**config.mk**
```make
export PLATFORM = sky130hd
export DESIGN_NAME = sram_bist
export DESIGN_NICKNAME = d
export VERILOG_FILES = /design/src/rtl/sram_pkg.sv /design/src/rtl/sram_bist_pattern.sv /design/src/rtl/sram_bist.sv
export SDC_FILE = /design/constraint.sdc
export NUM_CORES = 1
export LEC_CHECK = 0
export CORE_ASPECT_RATIO = 0.8
export CORE_MARGIN = 1
export CORE_UTILIZATION = 49
export CTS_CLUSTER_SIZE = 8
export DETAILED_ROUTE_END_ITERATION = 12
export GPL_ROUTABILITY_DRIVEN = 0
export PLACE_DENSITY = 0.84
export SLEW_MARGIN = 20
export SYNTH_ARGS = -nofsm -noshare
export SYNTH_HDL_FRONTEND = slang
export SYNTH_SLANG_ARGS = --single-unit
```
**constraint.sdc**
```tcl
create_clock -name clk -period 2.4 [get_ports clk]
set_input_delay 0.24 -clock clk [delete_from_list [all_inputs] [get_ports clk]]
set_output_delay 0.24 -clock clk [all_outputs]
set_load 0.05 [all_outputs]
```
**src/rtl/sram_pkg.sv**
```systemverilog
// sram_pkg: shared defaults, FSM state encoding and the reference pattern
// function used by the sram_bist self-test initiator.
package sram_pkg;

    localparam int DEF_ADDR_W = 19;
    localparam int DEF_DATA_W = 9;
    localparam int DEF_ERR_W  = 16;

    // The second-pass states are only reachable when the inverted pass is built in.
    typedef enum logic [3:0] {
        ST_IDLE,
        ST_WR_REQ,
        ST_WR_WAIT,
        ST_RD_REQ,
        ST_RD_WAIT,
        ST_DONE,
        ST_WR2_REQ,
        ST_WR2_WAIT,
        ST_RD2_REQ,
        ST_RD2_WAIT
    } bist_state_e;

    // Address-derived test word: low address bits XOR seed, optionally inverted.
    function automatic logic [DEF_DATA_W-1:0] pattern(
        input logic [DEF_DATA_W-1:0] a,
        input logic [DEF_DATA_W-1:0] seed,
        input logic                  invert
    );
        logic [DEF_DATA_W-1:0] p;
        p = a ^ seed;
        return invert ? ~p : p;
    endfunction

endpackage

```
**src/rtl/sram_bist_pattern.sv**
```systemverilog
// sram_bist_pattern: combinational test-word generator. Takes only the low
// DATA_W address bits, because the pattern never looks above them.
module sram_bist_pattern
    import sram_pkg::*;
#(
    parameter int DATA_W = DEF_DATA_W
) (
    input  logic [DATA_W-1:0] addr_i,
    input  logic [DATA_W-1:0] seed_i,
    input  logic              invert_i,
    output logic [DATA_W-1:0] pattern_o
);

    // The default width reuses the package function; other widths use the same expression.
    generate
        if (DATA_W == DEF_DATA_W) begin : g_pkg
            assign pattern_o = pattern(addr_i, seed_i, invert_i);
        end else begin : g_generic
            assign pattern_o = invert_i ? ~(addr_i ^ seed_i) : (addr_i ^ seed_i);
        end
    endgenerate

endmodule

```
**src/rtl/sram_bist.sv**
```systemverilog
// sram_bist: built-in self-test initiator for the SRAM controller's system port.
// Writes pattern(a) over [addr_first..addr_last], reads it back and counts mismatches.
// Optional feature: define SRAM_BIST_INV_PASS_EN to add a second write+read pass
// using the inverted pattern; errors from both passes accumulate.
module sram_bist
    import sram_pkg::*;
#(
    parameter int ADDR_W = DEF_ADDR_W,
    parameter int DATA_W = DEF_DATA_W,
    parameter int ERR_W  = DEF_ERR_W
) (
    input  logic              clk,
    input  logic              reset_n,
    input  logic              start,
    input  logic [ADDR_W-1:0] addr_first,
    input  logic [ADDR_W-1:0] addr_last,
    input  logic [DATA_W-1:0] seed,
    output logic              mem,
    output logic              rw,
    output logic [ADDR_W-1:0] addr,
    output logic [DATA_W-1:0] data_f2s,
    input  logic              ready,
    input  logic [DATA_W-1:0] data_s2f_r,
    output logic              busy,
    output logic              done,
    output logic              pass,
    output logic [ERR_W-1:0]  err_cnt,
    output logic [ADDR_W-1:0] first_err_addr
);

    bist_state_e       state_q;
    logic [ADDR_W-1:0] cur_q;
    logic [ADDR_W-1:0] first_q;
    logic [ADDR_W-1:0] last_q;
    logic [DATA_W-1:0] seed_q;
    logic              waited_q;
    logic              mem_q;
    logic              rw_q;
    logic [ADDR_W-1:0] addr_q;
    logic [DATA_W-1:0] data_q;
    logic              busy_q;
    logic              done_q;
    logic              pass_q;
    logic [ERR_W-1:0]  err_q;
    logic [ADDR_W-1:0] firstErr_q;

    logic              lastHit;
    logic [ADDR_W-1:0] cur_d;
    logic              inIdle;
    logic [DATA_W-1:0] genAddr;
    logic [DATA_W-1:0] genSeed;
    logic              genInv;
    logic              chkInv;
    logic [DATA_W-1:0] genPattern;
    logic [DATA_W-1:0] chkPattern;
    logic              mismatch;
    logic [ERR_W-1:0]  err_d;

    // Next address (wrapping back to the range start, never past addr_last) and pattern selects.
    always_comb begin
        lastHit = (cur_q == last_q);
        cur_d   = lastHit ? first_q : cur_q + ADDR_W'(1);
        inIdle  = (state_q == ST_IDLE) || (state_q == ST_DONE);
        genAddr = inIdle ? addr_first[DATA_W-1:0] : cur_d[DATA_W-1:0];
        genSeed = inIdle ? seed : seed_q;
        genInv  = 1'b0;
        chkInv  = 1'b0;
`ifdef SRAM_BIST_INV_PASS_EN
        genInv  = (state_q == ST_RD_WAIT) || (state_q == ST_WR2_WAIT);
        chkInv  = (state_q == ST_RD2_WAIT);
`endif
    end

    sram_bist_pattern #(.DATA_W(DATA_W)) u_genPattern (
        .addr_i    (genAddr),
        .seed_i    (genSeed),
        .invert_i  (genInv),
        .pattern_o (genPattern)
    );

    sram_bist_pattern #(.DATA_W(DATA_W)) u_chkPattern (
        .addr_i    (cur_q[DATA_W-1:0]),
        .seed_i    (seed_q),
        .invert_i  (chkInv),
        .pattern_o (chkPattern)
    );

    assign mismatch = (data_s2f_r != chkPattern);
    assign err_d    = (mismatch && !(&err_q)) ? err_q + ERR_W'(1) : err_q;

    // Test sequencer: every request output is registered and set on entry to a REQ state.
    always_ff @(posedge clk or negedge reset_n) begin
        if (!reset_n) begin
            state_q    <= ST_IDLE;
            cur_q      <= '0;
            first_q    <= '0;
            last_q     <= '0;
            seed_q     <= '0;
            waited_q   <= 1'b0;
            mem_q      <= 1'b0;
            rw_q       <= 1'b1;
            addr_q     <= '0;
            data_q     <= '0;
            busy_q     <= 1'b0;
            done_q     <= 1'b0;
            pass_q     <= 1'b0;
            err_q      <= '0;
            firstErr_q <= '0;
        end else begin
            case (state_q)
                ST_IDLE, ST_DONE: begin
                    if (start) begin
                        first_q    <= addr_first;
                        last_q     <= addr_last;
                        seed_q     <= seed;
                        err_q      <= '0;
                        firstErr_q <= '0;
                        done_q     <= 1'b0;
                        pass_q     <= 1'b0;
                        if (addr_first > addr_last) begin
                            state_q <= ST_DONE;
                            done_q  <= 1'b1;
                            pass_q  <= 1'b1;
                        end else begin
                            cur_q   <= addr_first;
                            busy_q  <= 1'b1;
                            state_q <= ST_WR_REQ;
                            mem_q   <= 1'b1;
                            rw_q    <= 1'b0;
                            addr_q  <= addr_first;
                            data_q  <= genPattern;
                        end
                    end
                end
                ST_WR_REQ: begin
                    if (ready) begin
                        mem_q    <= 1'b0;
                        waited_q <= 1'b0;
                        state_q  <= ST_WR_WAIT;
                    end
                end
                ST_RD_REQ: begin
                    if (ready) begin
                        mem_q    <= 1'b0;
                        waited_q <= 1'b0;
                        state_q  <= ST_RD_WAIT;
                    end
                end
                ST_WR_WAIT: begin
                    if (!waited_q) begin
                        waited_q <= 1'b1;
                    end else if (ready) begin
                        cur_q  <= cur_d;
                        mem_q  <= 1'b1;
                        addr_q <= cur_d;
                        if (lastHit) begin
                            state_q <= ST_RD_REQ;
                            rw_q    <= 1'b1;
                        end else begin
                            state_q <= ST_WR_REQ;
                            rw_q    <= 1'b0;
                            data_q  <= genPattern;
                        end
                    end
                end
                ST_RD_WAIT: begin
                    if (!waited_q) begin
                        waited_q <= 1'b1;
                    end else if (ready) begin
                        err_q <= err_d;
                        if (mismatch && (err_q == '0)) begin
                            firstErr_q <= cur_q;
                        end
                        cur_q <= cur_d;
                        if (!lastHit) begin
                            state_q <= ST_RD_REQ;
                            mem_q   <= 1'b1;
                            rw_q    <= 1'b1;
                            addr_q  <= cur_d;
                        end else begin
`ifdef SRAM_BIST_INV_PASS_EN
                            state_q <= ST_WR2_REQ;
                            mem_q   <= 1'b1;
                            rw_q    <= 1'b0;
                            addr_q  <= cur_d;
                            data_q  <= genPattern;
`else
                            state_q <= ST_DONE;
                            busy_q  <= 1'b0;
                            done_q  <= 1'b1;
                            pass_q  <= (err_d == '0);
`endif
                        end
                    end
                end
`ifdef SRAM_BIST_INV_PASS_EN
                ST_WR2_REQ: begin
                    if (ready) begin
                        mem_q    <= 1'b0;
                        waited_q <= 1'b0;
                        state_q  <= ST_WR2_WAIT;
                    end
                end
                ST_RD2_REQ: begin
                    if (ready) begin
                        mem_q    <= 1'b0;
                        waited_q <= 1'b0;
                        state_q  <= ST_RD2_WAIT;
                    end
                end
                ST_WR2_WAIT: begin
                    if (!waited_q) begin
                        waited_q <= 1'b1;
                    end else if (ready) begin
                        cur_q  <= cur_d;
                        mem_q  <= 1'b1;
                        addr_q <= cur_d;
                        if (lastHit) begin
                            state_q <= ST_RD2_REQ;
                            rw_q    <= 1'b1;
                        end else begin
                            state_q <= ST_WR2_REQ;
                            rw_q    <= 1'b0;
                            data_q  <= genPattern;
                        end
                    end
                end
                ST_RD2_WAIT: begin
                    if (!waited_q) begin
                        waited_q <= 1'b1;
                    end else if (ready) begin
                        err_q <= err_d;
                        if (mismatch && (err_q == '0)) begin
                            firstErr_q <= cur_q;
                        end
                        cur_q <= cur_d;
                        if (!lastHit) begin
                            state_q <= ST_RD2_REQ;
                            mem_q   <= 1'b1;
                            rw_q    <= 1'b1;
                            addr_q  <= cur_d;
                        end else begin
                            state_q <= ST_DONE;
                            busy_q  <= 1'b0;
                            done_q  <= 1'b1;
                            pass_q  <= (err_d == '0);
                        end
                    end
                end
`endif
                default: begin
                    state_q <= ST_IDLE;
                    mem_q   <= 1'b0;
                    busy_q  <= 1'b0;
                end
            endcase
        end
    end

    assign mem            = mem_q;
    assign rw             = rw_q;
    assign addr           = addr_q;
    assign data_f2s       = data_q;
    assign busy           = busy_q;
    assign done           = done_q;
    assign pass           = pass_q;
    assign err_cnt        = err_q;
    assign first_err_addr = firstErr_q;

endmodule

```
==> flow_summary.yaml <==
die:
  die-width_um: 145
  die_h_um: 116
  io_pins: 128
  die_area_um2: 16900
  start_util_pct: 50.4
  coreArea_um2: 15900
  row_count: 41
timing:
  fmaxAchievable_mhz: 361
  finalHoldViolCount: 0
  drv_slew: 0
  fin_crit_sh_pct: 115
  rsz0062_at_grt: "yes"
  setup_viol: 72
  worst_slack_ns: -0.367
  relSlewSlack_pct: 48.0
  holdWs_ns: 0.176
  period_needed_ns: 2.77
  setup_tns_ns: -14.05
  worst_pin_slew_ns: 0.780
  clock_skew_ns: 0.0212
layout:
  layout_commonest_cell: "nand2_1"
  antenna_cells: 0
  drive_above_1_share_pct: 32.7
  area_delta_synth_final_pct: 48.2
  seq_area_um2: 3470
  layout_common_cells: "nand2_1 (148), dfrtp_1 (128), buf_4 (112), clkdlybuf4s50_1 (92), o21ai_0 (54)"
  num-fill-cells: 911
  multi_input_area_um2: 4870
  nets: 1159
worst_setup_path:
  cpMostUsedCell: "nand4_1"
  crit_family: "simple AND/OR/NAND/NOR gates"
  path_class: "flip-flop to flip-flop"
  critPathSlowestCell: "dfrtp_1"
  start_kind: "flip-flop"
  crit_path_cell_trace: "xnor2_1 -> nand4_1 -> nor4_2 -> buf_4 -> nand4_1 -> buf_6 -> buf_12 -> mux2i_4 -> xor2_1 -> o21ai_1 -> mux2_4"
  worstPathMaxFanout: 6
  cp.arrival_ns: 3.10
  crit_cells: 11
  endpoint_kind: "flip-flop"
  critPathRequiredTime_ns: 2.73
  crit_buf_inv: 3
  r2r_setup_slack_ns: -0.37
  cpPeakStageDelay_ns: 0.44
  reg2regPathDepth: 11
synth:
  syn_area_per_cell_um2: 9.53
  synth_edf_count: 0
  ys_async_sr_fraction_pct: 100
  synth.cell_area_um2: 8020
  synthCells: 842
  synth-seq-cells: 138
  ys.flop_type: "dfrtp_1"
  ys_types: 72
  yosysWarnings: 0
  ys_seq_area_share_pct: 43.1
  synth.net_count: 924
global_route:
  track_usage_pct: 34.7
  grt_pass1_wl_mm: 44.1
  grt_pass1_vias: 7957
  antenna_found_initial: 0
  grt_overflow: 0
  grt_max_degree: 139
status:
  violations: "negative setup slack"
  status: "finished, violations left"
clock_tree:
  clk_pin_slew_ns: 0.06
  clk-insertion-delay-late_ns: 0.45
  clock-sinks: 138
  clock-root-buffer: "clkbuf_16"
  h-tree-depth: 4
  cts-buffers-inserted: 17
  cts_tree: "done"
  cts_buffer_depth: 2
power_and_ir_drop:
  p_leak_nw: 5.37
  irDropWorstVdd_uv: 994
  power_density_nw_per_um2: 1430
flow_run:
  drv_cap: 0
detailed_routing:
  drt_iter0_drc: 1221
  vias: 8369
  drtAntennaViolNets: 0
  via_per_inst: 6.41
  wl_per_cell_um: 24.2
  drc: 0
  drt_pass1_iterations: 6
  drt_wl_total_mm: 31.6
hold_path:
  hold_path_depth: 3
  hold_class: "primary input to flip-flop"
placed_design:
  portBuffers: 127
  dp_hpwl_mm: 16.8
==> worst min-delay path: stages <==
cell and delay (ns):
clkdlybuf4s15_1 0.17, inv_2 0.08, o21ai_0 0.08
==> where the power goes <==
part / total (mW) / internal, mW / switching (mW)
registers: 4.32 / 3.34 / 0.975
logic: 9.73 / 4.23 / 5.51
clock network: 3.01 / 1.92 / 1.09
total: 17.1 / 9.49 / 7.57
==> Yosys cell counts (4+ instances only) <==
cell type / instances / area, µm²
inv_1: 36 / 135
nor3_1: 8 / 40.0
a21oi_1: 29 / 145
dfrtp_1: 137 / 3430
buf_2: 7 / 35.0
and3_1: 11 / 68.8
o21ai_0: 96 / 480
xnor3_2: 4 / 95.1
buf_1: 5 / 18.8
nor2_1: 35 / 131
a31oi_1: 6 / 37.5
a21o_1: 7 / 52.6
mux2_2: 61 / 687
nand2b_1: 5 / 31.3
nand3_1: 15 / 75.1
buf_6: 4 / 45.0
ha_1: 22 / 275
xnor2_1: 41 / 359
clkbuf_1: 29 / 109
nand2_1: 151 / 567
nand4_1: 19 / 119
nor2b_1: 4 / 25.0
mux2i_1: 21 / 210
xor2_1: 20 / 175
o22ai_1: 5 / 31.3
==> sequential cells by signal (all words and copies together), names as in the netlist, 3 cells and up <==
signal,count
seed_q,9
err_cnt,16
state_q,3
first_err_addr,19
data_f2s,9
first_q,19
last_q,19
addr,19
cur_q,19
==> stage by stage <==
stage	instances	area (µm²)	power, mW	utilization [%]	worst slack, ns
2_1_floorplan	842	8060	9.03	-	-0.101
3_3_place_gp	1252	10300	11.5	64.5	-0.615
3_5_place_dp	1252	10300	11.7	64.5	-0.675
4_1_cts	1295	11500	15.5	72.3	-0.103
5_1_grt	1305	11900	17.6	74.8	-0.437
6_report	1305	11900	17.1	74.8	-0.367
==> final cells by class <==
cell class / count / area share, %
multi-input cells: 620 / 41.0
flip-flops and latches: 138 / 29.2
repair buffers: 264 / 20.9
clock buffers: 21 / 3.96
well taps: 215 / 2.26
clock inverters: 11 / 1.61
inverters: 36 / 1.14
==> layer usage <==
| metal | part of all wire [%] | up-vias | track usage [%] | wire length, µm |
|---|---|---|---|---|
| met4 | 6.7 | 0 | 18.6 | 2100 |
| met2 | 45 | 767 | 56.6 | 14300 |
| li1 | - | 3407 | - | - |
| met3 | 12 | 228 | 10.5 | 3810 |
| met5 | 0 | - | 0 | 0 |
| met1 | 36 | 3967 | 42.0 | 11400 |
==> path summary, 6_finish.rpt <==
| kind | end | from |
|---|---|---|
| worst max-delay path | data_f2s[7] | cur_q[18] |
| max in group asynchronous | err_cnt[11] | reset_n |
| worst max register to register | data_f2s[7] | cur_q[18] |
| worst min register to register | first_err_addr[10] | first_err_addr[10] |
| worst min-delay path | last_q[6] | addr_last[6] |
| min in group asynchronous | last_q[12] | reset_n |
==> kinds of logic (layout without fill, tap and decap cells) <==
group / after synthesis / after routing / share of synthesized area (%)
multiplexers: 84 / 84 / 11.5
adder cells (fa/ha/maj): 22 / 22 / 3.43
buffers and inverters: 85 / 332 / 4.98
AND/OR/NAND/NOR: 268 / 269 / 15.3
flip-flops: 138 / 138 / 43.1
XOR/XNOR: 69 / 69 / 8.89
AO/OA/AOI/OAI: 176 / 176 / 12.9
==> timing repair <==
item,CTS,global route
gates resized for setup,160,89
gates cloned,2,4
pin swaps,27,20
endpoints found under the setup margin,54,78
hold endpoints to repair,137,0
hold buffers,1,0
buffers inserted,8,8
No activity file was read; power rests on OpenSTA's default activity.
